`config.mk`:
```
export PLATFORM = sky130hd
export DESIGN_NAME = multicycle_controller_flat
export DESIGN_NICKNAME = d
export VERILOG_FILES = /design/src/rtl/multicycle_controller_pkg.sv /design/src/rtl/multicycle_controller_if.sv /design/src/rtl/multicycle_controller_outputs.sv /design/src/rtl/multicycle_controller.sv /design/src/flat_wrapper.sv
export SDC_FILE = /design/constraint.sdc
export NUM_CORES = 1
export LEC_CHECK = 0
export ABC_CLOCK_PERIOD_IN_PS = 2400
export CAP_MARGIN = 0
export CORE_UTILIZATION = 37
export DETAILED_ROUTE_END_ITERATION = 10
export PLACE_DENSITY = 0.85
export SETUP_SLACK_MARGIN = 0.1
export SKIP_CTS_REPAIR_TIMING = 1
export SLEW_MARGIN = 10
export SYNTH_ARGS = -nofsm -noshare
export SYNTH_HDL_FRONTEND = slang
export SYNTH_SLANG_ARGS = --single-unit
export TNS_END_PERCENT = 20
```
`constraint.sdc`:
```
create_clock -name clk -period 2.4 [get_ports clk]
set_clock_uncertainty 0.05 [all_clocks]
set_input_delay 0.36 -clock clk [delete_from_list [all_inputs] [get_ports clk]]
set_output_delay 0.36 -clock clk [all_outputs]
set_load 0.005 [all_outputs]
```
`src/rtl/multicycle_controller_pkg.sv`:
```
// Shared definitions for the multi-cycle MIPS control unit: opcode values,
// FSM state encoding, ALU operation codes, datapath mux select codes and the
// packed control word passed from the output decoder to the top level.
package mc_ctrl_pkg;

    localparam logic [5:0] OP_RTYPE = 6'b000000;
    localparam logic [5:0] OP_LW    = 6'b100011;
    localparam logic [5:0] OP_SW    = 6'b101011;
    localparam logic [5:0] OP_ADDI  = 6'b001000;
    localparam logic [5:0] OP_ANDI  = 6'b001100;
    localparam logic [5:0] OP_ORI   = 6'b001101;
    localparam logic [5:0] OP_BEQ   = 6'b000100;
    localparam logic [5:0] OP_BNE   = 6'b000101;
    localparam logic [5:0] OP_J     = 6'b000010;
    localparam logic [5:0] OP_JAL   = 6'b000011;

    typedef enum logic [3:0] {
        FETCH    = 4'd0,
        DECODE   = 4'd1,
        MEM_ADDR = 4'd2,
        MEM_RD   = 4'd3,
        MEM_WB   = 4'd4,
        MEM_WR   = 4'd5,
        R_EXEC   = 4'd6,
        R_WB     = 4'd7,
        I_EXEC   = 4'd8,
        I_WB     = 4'd9,
        BRANCH   = 4'd10,
        JUMP     = 4'd11
    } state_t;

    typedef enum logic [2:0] {
        ALU_ADD   = 3'b000,
        ALU_SUB   = 3'b001,
        ALU_FUNCT = 3'b010,
        ALU_AND   = 3'b011,
        ALU_OR    = 3'b100
    } alu_op_t;

    localparam logic [1:0] REG_DST_RT      = 2'b00;
    localparam logic [1:0] REG_DST_RD      = 2'b01;
    localparam logic [1:0] REG_DST_RA      = 2'b10;

    localparam logic [1:0] MEM_TO_REG_ALU  = 2'b00;
    localparam logic [1:0] MEM_TO_REG_MDR  = 2'b01;
    localparam logic [1:0] MEM_TO_REG_PC   = 2'b10;

    localparam logic [1:0] ALU_SRC_B_RT    = 2'b00;
    localparam logic [1:0] ALU_SRC_B_FOUR  = 2'b01;
    localparam logic [1:0] ALU_SRC_B_IMM   = 2'b10;
    localparam logic [1:0] ALU_SRC_B_SH2   = 2'b11;

    localparam logic [1:0] PC_SRC_ALU      = 2'b00;
    localparam logic [1:0] PC_SRC_ALUOUT   = 2'b01;
    localparam logic [1:0] PC_SRC_JUMP     = 2'b10;

    typedef struct packed {
        logic       pcWrite;
        logic       pcWriteCond;
        logic       pcWriteCondNe;
        logic       iord;
        logic       memRead;
        logic       memWrite;
        logic       irWrite;
        logic [1:0] regDst;
        logic [1:0] memToReg;
        logic       aluSrcA;
        logic [1:0] aluSrcB;
        logic [2:0] aluOp;
        logic [1:0] pcSource;
        logic       regWrite;
    } ctrl_t;

    // ALU operation for the immediate-arithmetic group, chosen at DECODE.
    function automatic alu_op_t iOpFor(input logic [5:0] opcode);
        case (opcode)
            OP_ANDI: iOpFor = ALU_AND;
            OP_ORI:  iOpFor = ALU_OR;
            default: iOpFor = ALU_ADD;
        endcase
    endfunction

endpackage

```
`src/rtl/multicycle_controller_if.sv`:
```
// Controller <-> datapath bundle.
//   instruction, mem_ready : datapath -> controller
//   all remaining signals  : controller -> datapath (control word + debug state)
// master = controller side, slave = datapath side.
interface multicycle_controller_if #(
    parameter int INSTR_WIDTH = 32,
    parameter int ALUOP_WIDTH = 3
);
    logic [INSTR_WIDTH-1:0] instruction;
    logic                   mem_ready;
    logic                   pc_write;
    logic                   pc_write_cond;
    logic                   pc_write_cond_ne;
    logic                   iord;
    logic                   mem_read;
    logic                   mem_write;
    logic                   ir_write;
    logic [1:0]             reg_dst;
    logic [1:0]             mem_to_reg;
    logic                   alu_src_a;
    logic [1:0]             alu_src_b;
    logic [ALUOP_WIDTH-1:0] alu_op;
    logic [1:0]             pc_source;
    logic                   reg_write;
    logic                   illegal_op;
    logic [3:0]             state;

    modport master (
        input  instruction, mem_ready,
        output pc_write, pc_write_cond, pc_write_cond_ne, iord, mem_read,
               mem_write, ir_write, reg_dst, mem_to_reg, alu_src_a,
               alu_src_b, alu_op, pc_source, reg_write, illegal_op, state
    );

    modport slave (
        output instruction, mem_ready,
        input  pc_write, pc_write_cond, pc_write_cond_ne, iord, mem_read,
               mem_write, ir_write, reg_dst, mem_to_reg, alu_src_a,
               alu_src_b, alu_op, pc_source, reg_write, illegal_op, state
    );
endinterface

```
`src/rtl/multicycle_controller_outputs.sv`:
```
// Moore control-word decode: current FSM state plus the instruction class
// latched at DECODE -> datapath control word. Purely combinational.
//   state  : current FSM state
//   iOpSel : ALU op for I_EXEC (add/and/or)
//   isBne  : branch in flight is bne (else beq)
//   isJal  : jump in flight is jal (else j)
//   ctrl   : control word (FETCH write enables are gated by the top level)
module mc_ctrl_outputs
    import mc_ctrl_pkg::*;
(
    input  state_t  state,
    input  alu_op_t iOpSel,
    input  logic    isBne,
    input  logic    isJal,
    output ctrl_t   ctrl
);
    always_comb begin
        ctrl = '0;
        case (state)
            FETCH: begin
                ctrl.memRead = 1'b1;
                ctrl.aluSrcB = ALU_SRC_B_FOUR;
                ctrl.aluOp   = ALU_ADD;
                ctrl.irWrite = 1'b1;
                ctrl.pcWrite = 1'b1;
            end
            DECODE: begin
                ctrl.aluSrcB = ALU_SRC_B_SH2;
                ctrl.aluOp   = ALU_ADD;
            end
            MEM_ADDR: begin
                ctrl.aluSrcA = 1'b1;
                ctrl.aluSrcB = ALU_SRC_B_IMM;
                ctrl.aluOp   = ALU_ADD;
            end
            MEM_RD: begin
                ctrl.memRead = 1'b1;
                ctrl.iord    = 1'b1;
            end
            MEM_WB: begin
                ctrl.regWrite = 1'b1;
                ctrl.regDst   = REG_DST_RT;
                ctrl.memToReg = MEM_TO_REG_MDR;
            end
            MEM_WR: begin
                ctrl.memWrite = 1'b1;
                ctrl.iord     = 1'b1;
            end
            R_EXEC: begin
                ctrl.aluSrcA = 1'b1;
                ctrl.aluSrcB = ALU_SRC_B_RT;
                ctrl.aluOp   = ALU_FUNCT;
            end
            R_WB: begin
                ctrl.regWrite = 1'b1;
                ctrl.regDst   = REG_DST_RD;
                ctrl.memToReg = MEM_TO_REG_ALU;
            end
            I_EXEC: begin
                ctrl.aluSrcA = 1'b1;
                ctrl.aluSrcB = ALU_SRC_B_IMM;
                ctrl.aluOp   = iOpSel;
            end
            I_WB: begin
                ctrl.regWrite = 1'b1;
                ctrl.regDst   = REG_DST_RT;
                ctrl.memToReg = MEM_TO_REG_ALU;
            end
            BRANCH: begin
                ctrl.aluSrcA       = 1'b1;
                ctrl.aluSrcB       = ALU_SRC_B_RT;
                ctrl.aluOp         = ALU_SUB;
                ctrl.pcSource      = PC_SRC_ALUOUT;
                ctrl.pcWriteCond   = ~isBne;
                ctrl.pcWriteCondNe = isBne;
            end
            JUMP: begin
                ctrl.pcWrite  = 1'b1;
                ctrl.pcSource = PC_SRC_JUMP;
                if (isJal) begin
                    ctrl.regWrite = 1'b1;
                    ctrl.regDst   = REG_DST_RA;
                    ctrl.memToReg = MEM_TO_REG_PC;
                end
            end
            default: ;
        endcase
    end
endmodule

```
`src/rtl/multicycle_controller.sv`:
```
// Multi-cycle MIPS control unit (Moore FSM).
//   clk   : rising-edge clock
//   reset : asynchronous, active-high; forces FETCH and zeroes all outputs
//   bus   : master side of multicycle_controller_if (instruction/mem_ready in,
//           control word, illegal_op and debug state out)
// Parameters: INSTR_WIDTH (opcode = top 6 bits), ALUOP_WIDTH, HAS_MEM_WAIT
// (0 = mem_ready ignored), ENABLE_JAL (0 = jal is illegal).
module multicycle_controller
    import mc_ctrl_pkg::*;
#(
    parameter int INSTR_WIDTH  = 32,
    parameter int ALUOP_WIDTH  = 3,
    parameter int HAS_MEM_WAIT = 1,
    parameter int ENABLE_JAL   = 1
) (
    input logic clk,
    input logic reset,
    multicycle_controller_if.master bus
);
    state_t     currentState;
    state_t     nextState;
    state_t     dispatchState;
    alu_op_t    iOpSel;
    logic       isBne;
    logic       isJal;
    logic       decodeIllegal;
    logic       memOk;
    logic [5:0] opcode;
    ctrl_t      baseCtrl;
    ctrl_t      ctrlOut;
    logic       illegalOut;

    assign opcode = bus.instruction[INSTR_WIDTH-1 -: 6];
    assign memOk  = (HAS_MEM_WAIT != 0) ? bus.mem_ready : 1'b1;

    if (INSTR_WIDTH > 6) begin : gLowBits
        logic unusedLowBits;
        assign unusedLowBits = ^bus.instruction[INSTR_WIDTH-7:0];
    end

    always_comb begin
        dispatchState = FETCH;
        decodeIllegal = 1'b0;
        case (opcode)
            OP_RTYPE:                 dispatchState = R_EXEC;
            OP_LW, OP_SW:             dispatchState = MEM_ADDR;
            OP_ADDI, OP_ANDI, OP_ORI: dispatchState = I_EXEC;
            OP_BEQ, OP_BNE:           dispatchState = BRANCH;
            OP_J:                     dispatchState = JUMP;
            OP_JAL: begin
                if (ENABLE_JAL != 0) dispatchState = JUMP;
                else                 decodeIllegal = 1'b1;
            end
            default:                  decodeIllegal = 1'b1;
        endcase
    end

    always_ff @(posedge clk or posedge reset) begin
        if (reset) begin
            currentState <= FETCH;
            iOpSel       <= ALU_ADD;
            isBne        <= 1'b0;
            isJal        <= 1'b0;
        end else begin
            currentState <= nextState;
            // Instruction class is captured once so later states stay Moore.
            if (currentState == DECODE) begin
                iOpSel <= iOpFor(opcode);
                isBne  <= (opcode == OP_BNE);
                isJal  <= (opcode == OP_JAL);
            end
        end
    end

    mc_ctrl_outputs uOutputs (
        .state  (currentState),
        .iOpSel (iOpSel),
        .isBne  (isBne),
        .isJal  (isJal),
        .ctrl   (baseCtrl)
    );

    always_comb begin
        nextState  = FETCH;
        ctrlOut    = baseCtrl;
        illegalOut = 1'b0;
        case (currentState)
            FETCH:    nextState = memOk ? DECODE : FETCH;
            DECODE:   nextState = dispatchState;
            MEM_ADDR: nextState = (opcode == OP_SW) ? MEM_WR : MEM_RD;
            MEM_RD:   nextState = memOk ? MEM_WB : MEM_RD;
            MEM_WR:   nextState = memOk ? FETCH : MEM_WR;
            R_EXEC:   nextState = R_WB;
            I_EXEC:   nextState = I_WB;
            default:  nextState = FETCH;
        endcase
        // IR and PC load only on the cycle the fetch completes.
        if (currentState == FETCH && !memOk) begin
            ctrlOut.irWrite = 1'b0;
            ctrlOut.pcWrite = 1'b0;
        end
        // The illegal flag is the one output tied to the (stable) IR in DECODE.
        if (currentState == DECODE) illegalOut = decodeIllegal;
        // The state register clears asynchronously, but FETCH's own outputs are
        // non-zero, so the word is blanked while reset is held.
        if (reset) begin
            ctrlOut    = '0;
            illegalOut = 1'b0;
        end
    end

    assign bus.pc_write         = ctrlOut.pcWrite;
    assign bus.pc_write_cond    = ctrlOut.pcWriteCond;
    assign bus.pc_write_cond_ne = ctrlOut.pcWriteCondNe;
    assign bus.iord             = ctrlOut.iord;
    assign bus.mem_read         = ctrlOut.memRead;
    assign bus.mem_write        = ctrlOut.memWrite;
    assign bus.ir_write         = ctrlOut.irWrite;
    assign bus.reg_dst          = ctrlOut.regDst;
    assign bus.mem_to_reg       = ctrlOut.memToReg;
    assign bus.alu_src_a        = ctrlOut.aluSrcA;
    assign bus.alu_src_b        = ctrlOut.aluSrcB;
    assign bus.alu_op           = ALUOP_WIDTH'(ctrlOut.aluOp);
    assign bus.pc_source        = ctrlOut.pcSource;
    assign bus.reg_write        = ctrlOut.regWrite;
    assign bus.illegal_op       = illegalOut;
    assign bus.state            = currentState;
endmodule
```
`src/flat_wrapper.sv`:
```
// flat-port wrapper written by rule: the top's interface ports become plain ports
module multicycle_controller_flat import mc_ctrl_pkg::*;
#(
    parameter int INSTR_WIDTH  = 32,
    parameter int ALUOP_WIDTH  = 3,
    parameter int HAS_MEM_WAIT = 1,
    parameter int ENABLE_JAL   = 1
)
  (clk, reset, bus_instruction, bus_mem_ready, bus_pc_write, bus_pc_write_cond, bus_pc_write_cond_ne, bus_iord, bus_mem_read, bus_mem_write, bus_ir_write, bus_reg_dst, bus_mem_to_reg, bus_alu_src_a, bus_alu_src_b, bus_alu_op, bus_pc_source, bus_reg_write, bus_illegal_op, bus_state);
  multicycle_controller_if #(.INSTR_WIDTH(INSTR_WIDTH), .ALUOP_WIDTH(ALUOP_WIDTH)) bus_i ();
  input logic clk;
  input logic reset;
  input wire logic [$bits(bus_i.instruction)-1:0] bus_instruction;
  input wire logic [$bits(bus_i.mem_ready)-1:0] bus_mem_ready;
  output wire logic [$bits(bus_i.pc_write)-1:0] bus_pc_write;
  output wire logic [$bits(bus_i.pc_write_cond)-1:0] bus_pc_write_cond;
  output wire logic [$bits(bus_i.pc_write_cond_ne)-1:0] bus_pc_write_cond_ne;
  output wire logic [$bits(bus_i.iord)-1:0] bus_iord;
  output wire logic [$bits(bus_i.mem_read)-1:0] bus_mem_read;
  output wire logic [$bits(bus_i.mem_write)-1:0] bus_mem_write;
  output wire logic [$bits(bus_i.ir_write)-1:0] bus_ir_write;
  output wire logic [$bits(bus_i.reg_dst)-1:0] bus_reg_dst;
  output wire logic [$bits(bus_i.mem_to_reg)-1:0] bus_mem_to_reg;
  output wire logic [$bits(bus_i.alu_src_a)-1:0] bus_alu_src_a;
  output wire logic [$bits(bus_i.alu_src_b)-1:0] bus_alu_src_b;
  output wire logic [$bits(bus_i.alu_op)-1:0] bus_alu_op;
  output wire logic [$bits(bus_i.pc_source)-1:0] bus_pc_source;
  output wire logic [$bits(bus_i.reg_write)-1:0] bus_reg_write;
  output wire logic [$bits(bus_i.illegal_op)-1:0] bus_illegal_op;
  output wire logic [$bits(bus_i.state)-1:0] bus_state;
  assign bus_i.instruction = bus_instruction;
  assign bus_i.mem_ready = bus_mem_ready;
  assign bus_pc_write = bus_i.pc_write;
  assign bus_pc_write_cond = bus_i.pc_write_cond;
  assign bus_pc_write_cond_ne = bus_i.pc_write_cond_ne;
  assign bus_iord = bus_i.iord;
  assign bus_mem_read = bus_i.mem_read;
  assign bus_mem_write = bus_i.mem_write;
  assign bus_ir_write = bus_i.ir_write;
  assign bus_reg_dst = bus_i.reg_dst;
  assign bus_mem_to_reg = bus_i.mem_to_reg;
  assign bus_alu_src_a = bus_i.alu_src_a;
  assign bus_alu_src_b = bus_i.alu_src_b;
  assign bus_alu_op = bus_i.alu_op;
  assign bus_pc_source = bus_i.pc_source;
  assign bus_reg_write = bus_i.reg_write;
  assign bus_illegal_op = bus_i.illegal_op;
  assign bus_state = bus_i.state;
  multicycle_controller #(.INSTR_WIDTH(INSTR_WIDTH), .ALUOP_WIDTH(ALUOP_WIDTH), .HAS_MEM_WAIT(HAS_MEM_WAIT), .ENABLE_JAL(ENABLE_JAL)) u_core (.clk(clk), .reset(reset), .bus(bus_i));
endmodule
```
==> parameters.txt <==
Parameter                              Value

Floorplanning
  Count of pins on the block boundary    60
  Full die area    2470 µm²
  Y dimension of the die    49.7 µm
  Starting density of the core    41.2%
  Width of the chip    49.7 µm
  Std-Cell Rows    16
  Placeable core area    roughly 2000 µm²

Logic synthesis
  Warnings, synthesis    0
  Mapped Nets    147
  Area of the mapped netlist    842 µm²
  Synthesized instance count    112
  Most used flip-flop cell after synthesis    sky130_fd_sc_hd__dfrtp_1
  Sequential fraction of the synthesis area    23.8%
  Number of synthesized register bits    8
  Post-synth EDFFs    0
  Number of different library cells in the post-synthesis netlist    between 40 and 50
  Async set or reset register ratio after synthesis    100%
  Avg Synthesized Cell Area    7.52 µm²

Power
  Peak supply drop    0.543 mV
  Combinational group share of total power    between 60 and 70%
  Switching share of total power    44.2%
  Internal power contribution    548 µW
  Leakage power of the design    0.000633 µW
  Net switching power of the design    about 430 µW
  Clock share of power    between 10% and 20%
  Total power density per cell area    688 nW/µm²
  Register share of total power    20.5%

STA
  Post-route clock period utilization    between 90% and 100%
  Setup repair after global routing missed its margin    yes
  Slew at the pin closest to its max-slew limit    between 300 and 400 ps
  Worst hold slack    286 ps
  Final-report max-slew violation count    0
  Peak Freq    432 MHz
  Headroom to the max-slew limit    77.7%
  Sum Neg Setup Slack    0 ps
  Hold Fails Final Rpt    0
  Number of failing setup endpoints in the final timing report    0
  Final critical-path required period    roughly 2300 ps

Finish
  Area taken by multi-input logic gates    617 µm²
  Diodes inserted    0
  Area grow syn2layout    69.7%
  Seq. cell area    about 200 µm²
  Proportion of layout cells with a drive suffix above 1    between 20 and 30%
  Nets@finish    200
  Post-route insts no fill    190
  Fill cell total of the finished layout    166

Job
  Number of max-cap violations    0

Global route
  Number of antenna violations at the first check in global routing    0
  GRT overflow    0
  Vias in the first global route    980
  Maximum number of pins on one net before global-route repair    16
  Global-route wire length before repair    4.11 mm
  Total routing usage reported by global routing    approximately 22%

Clock tree
  TritonCTS Sinks    8
  Clock root buffer master    sky130_fd_sc_hd__clkbuf_4
  CTS tree    yes
  Clock slew seen by the registers of the worst setup and hold paths    60 ps
  CTS H-Tree Depth    1
  Later-pin clock latency in the skew report    260 ps
  Max clock buf depth    2
  Number of buffers created by CTS    3

Critical path
  Category of the most critical setup path    register to primary output
  Start point of the critical path    u_core.bus.state[3]$_DFF_PP0_
  CP Capture Type    primary output
  CP max FO    8
  Start of the worst register-to-register path    u_core.bus.state[2]$_DFF_PP0_
  Crit path arrival time    between 1500 and 2000 ps
  CP startpoint kind    register
  Worst path required time    1990 ps
  Reg-to-reg slack, setup    between 600 and 700 ps

Route
  Initial detailed-routing violation count    33
  Total iterations of the first detailed-routing run    4
  Overall via count from detail_route    1082
  Total DRC errors in the routed layout    0
  Number of vias per cell    5.69
  Post-DR wirelength/cell    13.7 µm
  Routed Antenna Nets    0
  Wirelength, routed    ~2.6 mm

Outcome
  Result of the run    finished clean

Place
  Detailed placement HPWL    ~2 mm
  PortBufs    33
  Number of placed instances, taps included    about 180
  GP Congestion    0.879

Worst hold path
  Type of the most critical hold path    input pin to asynchronous set/reset pin
[cells by family after synthesis]
group | share of synthesized area (%)
DFF | 23.8
AOI/OAI and AO/OA | 23.9
muxes | 1.19
buffers and inverters | 9.06
xor gates and xnor gates | 2.08
and+or+nand+nor | 40.0
[per-stage QoR]
stage	util, %	total power [µW]	setup WS [ps]	cell area, µm²
after CTS	65.0	909	-140	1330
after detailed placement	63.9	800	-131	1310
after global placement	63.9	778	-102	1310
after global routing	70.0	1060	11.2	1430
after floorplan	-	529	769	842
final	70.0	983	82.6	1430
[synthesized netlist by cell type, types with 2 or more instances]
library cell,count,area [µm²]
sky130_fd_sc_hd__o21ai_0,8,40.0
sky130_fd_sc_hd__nand2b_1,2,12.5
sky130_fd_sc_hd__nand2_1,12,45.0
sky130_fd_sc_hd__dfrtp_1,8,200
sky130_fd_sc_hd__nor2_1,9,33.8
sky130_fd_sc_hd__or3_1,2,12.5
sky130_fd_sc_hd__nor4_1,7,43.8
sky130_fd_sc_hd__a31oi_1,2,12.5
sky130_fd_sc_hd__o211ai_1,2,15.0
sky130_fd_sc_hd__buf_2,5,25.0
sky130_fd_sc_hd__xor2_1,2,17.5
sky130_fd_sc_hd__nor3b_1,3,22.5
sky130_fd_sc_hd__inv_1,5,18.8
sky130_fd_sc_hd__a21oi_1,3,15.0
sky130_fd_sc_hd__nor3_1,5,25.0
sky130_fd_sc_hd__and2_1,2,12.5
sky130_fd_sc_hd__or4_4,2,22.5
sky130_fd_sc_hd__clkbuf_1,2,7.51
sky130_fd_sc_hd__nand3_1,2,10.0
sky130_fd_sc_hd__and3_1,2,12.5
sky130_fd_sc_hd__nor2b_1,5,31.3
sky130_fd_sc_hd__o41ai_2,2,32.5
sky130_fd_sc_hd__and4_1,2,17.5
[metal layers]
metal	wire length (µm)	global-route usage, %	share of wire (%)	vias up
li1	-	-	-	522
met1	1030	23.4	39	511
met2	1390	41.2	53	44
met3	132	1.23	5.1	5
met4	57	13.3	2.2	0
met5	0	0	0	-
[power by group through the flow]
| stage | registers [µW] | clock network (µW) | logic (µW) |
|---|---|---|---|
| after floorplan | 190 | 0 | 339 |
| after CTS | 193 | 107 | 609 |
| after detailed placement | 195 | 0 | 605 |
| after global placement | 194 | 0 | 584 |
| after global routing | 206 | 113 | 737 |
| final | 201 | 103 | 678 |
[critical path, stage by stage (launching register included)]
cell and delay [ps]:
sky130_fd_sc_hd__dfrtp_2 470, sky130_fd_sc_hd__buf_4 190, sky130_fd_sc_hd__inv_1 130, sky130_fd_sc_hd__nand2_1 130, sky130_fd_sc_hd__nor4_2 180, sky130_fd_sc_hd__clkdlybuf4s50_1 540
[path summary, 6_finish.rpt]
path	to	depth (start not counted)
worst max register to register	u_core.isBne$_DFFE_PP0P_	5
worst min-delay path	u_core.bus.state[2]$_DFF_PP0_	4
worst min register to register	u_core.iOpSel[2]$_DFFE_PP0P_	2
min in group clk	u_core.iOpSel[2]$_DFFE_PP0P_	2
worst max-delay path	bus_mem_write	5
max in group asynchronous	u_core.bus.state[1]$_DFF_PP0_	4
[area by class of cell]
class                      instances  share of cell area, %
multi-input combinational         89                   43.2
timing repair buffer              57                   36.9
sequential                         8                   14.3
tap                               27                   2.36
inverter                           6                   1.75
clock buffer                       3                   1.58
[cell usage in the layout, fill, tap and decap left out, drive strengths merged, types with 2 or more instances in the layout]
cell type      count
clkdlybuf4s50     28
buf               24
nand2             12
o21ai              9
nor2               9
dfrtp              8
nor4               7
inv                6
dlymetal6s2s       5
nor3               5
nor2b              5
nor3b              4
a21oi              3
clkbuf             3
o41ai              3
or3                2
xor2               2
and3               2
nand3              2
and2               2
or4                2
a31oi              2
and4               2
o211ai             2
o31ai              2
nand2b             2
[state kept, by name, summed over array words and instances (netlist names)]
name,cells
u_core.bus.state,4
u_core.iOpSel,2
u_core.isBne,1
u_core.isJal,1
Note: power is estimated with default switching activity, not from simulation.
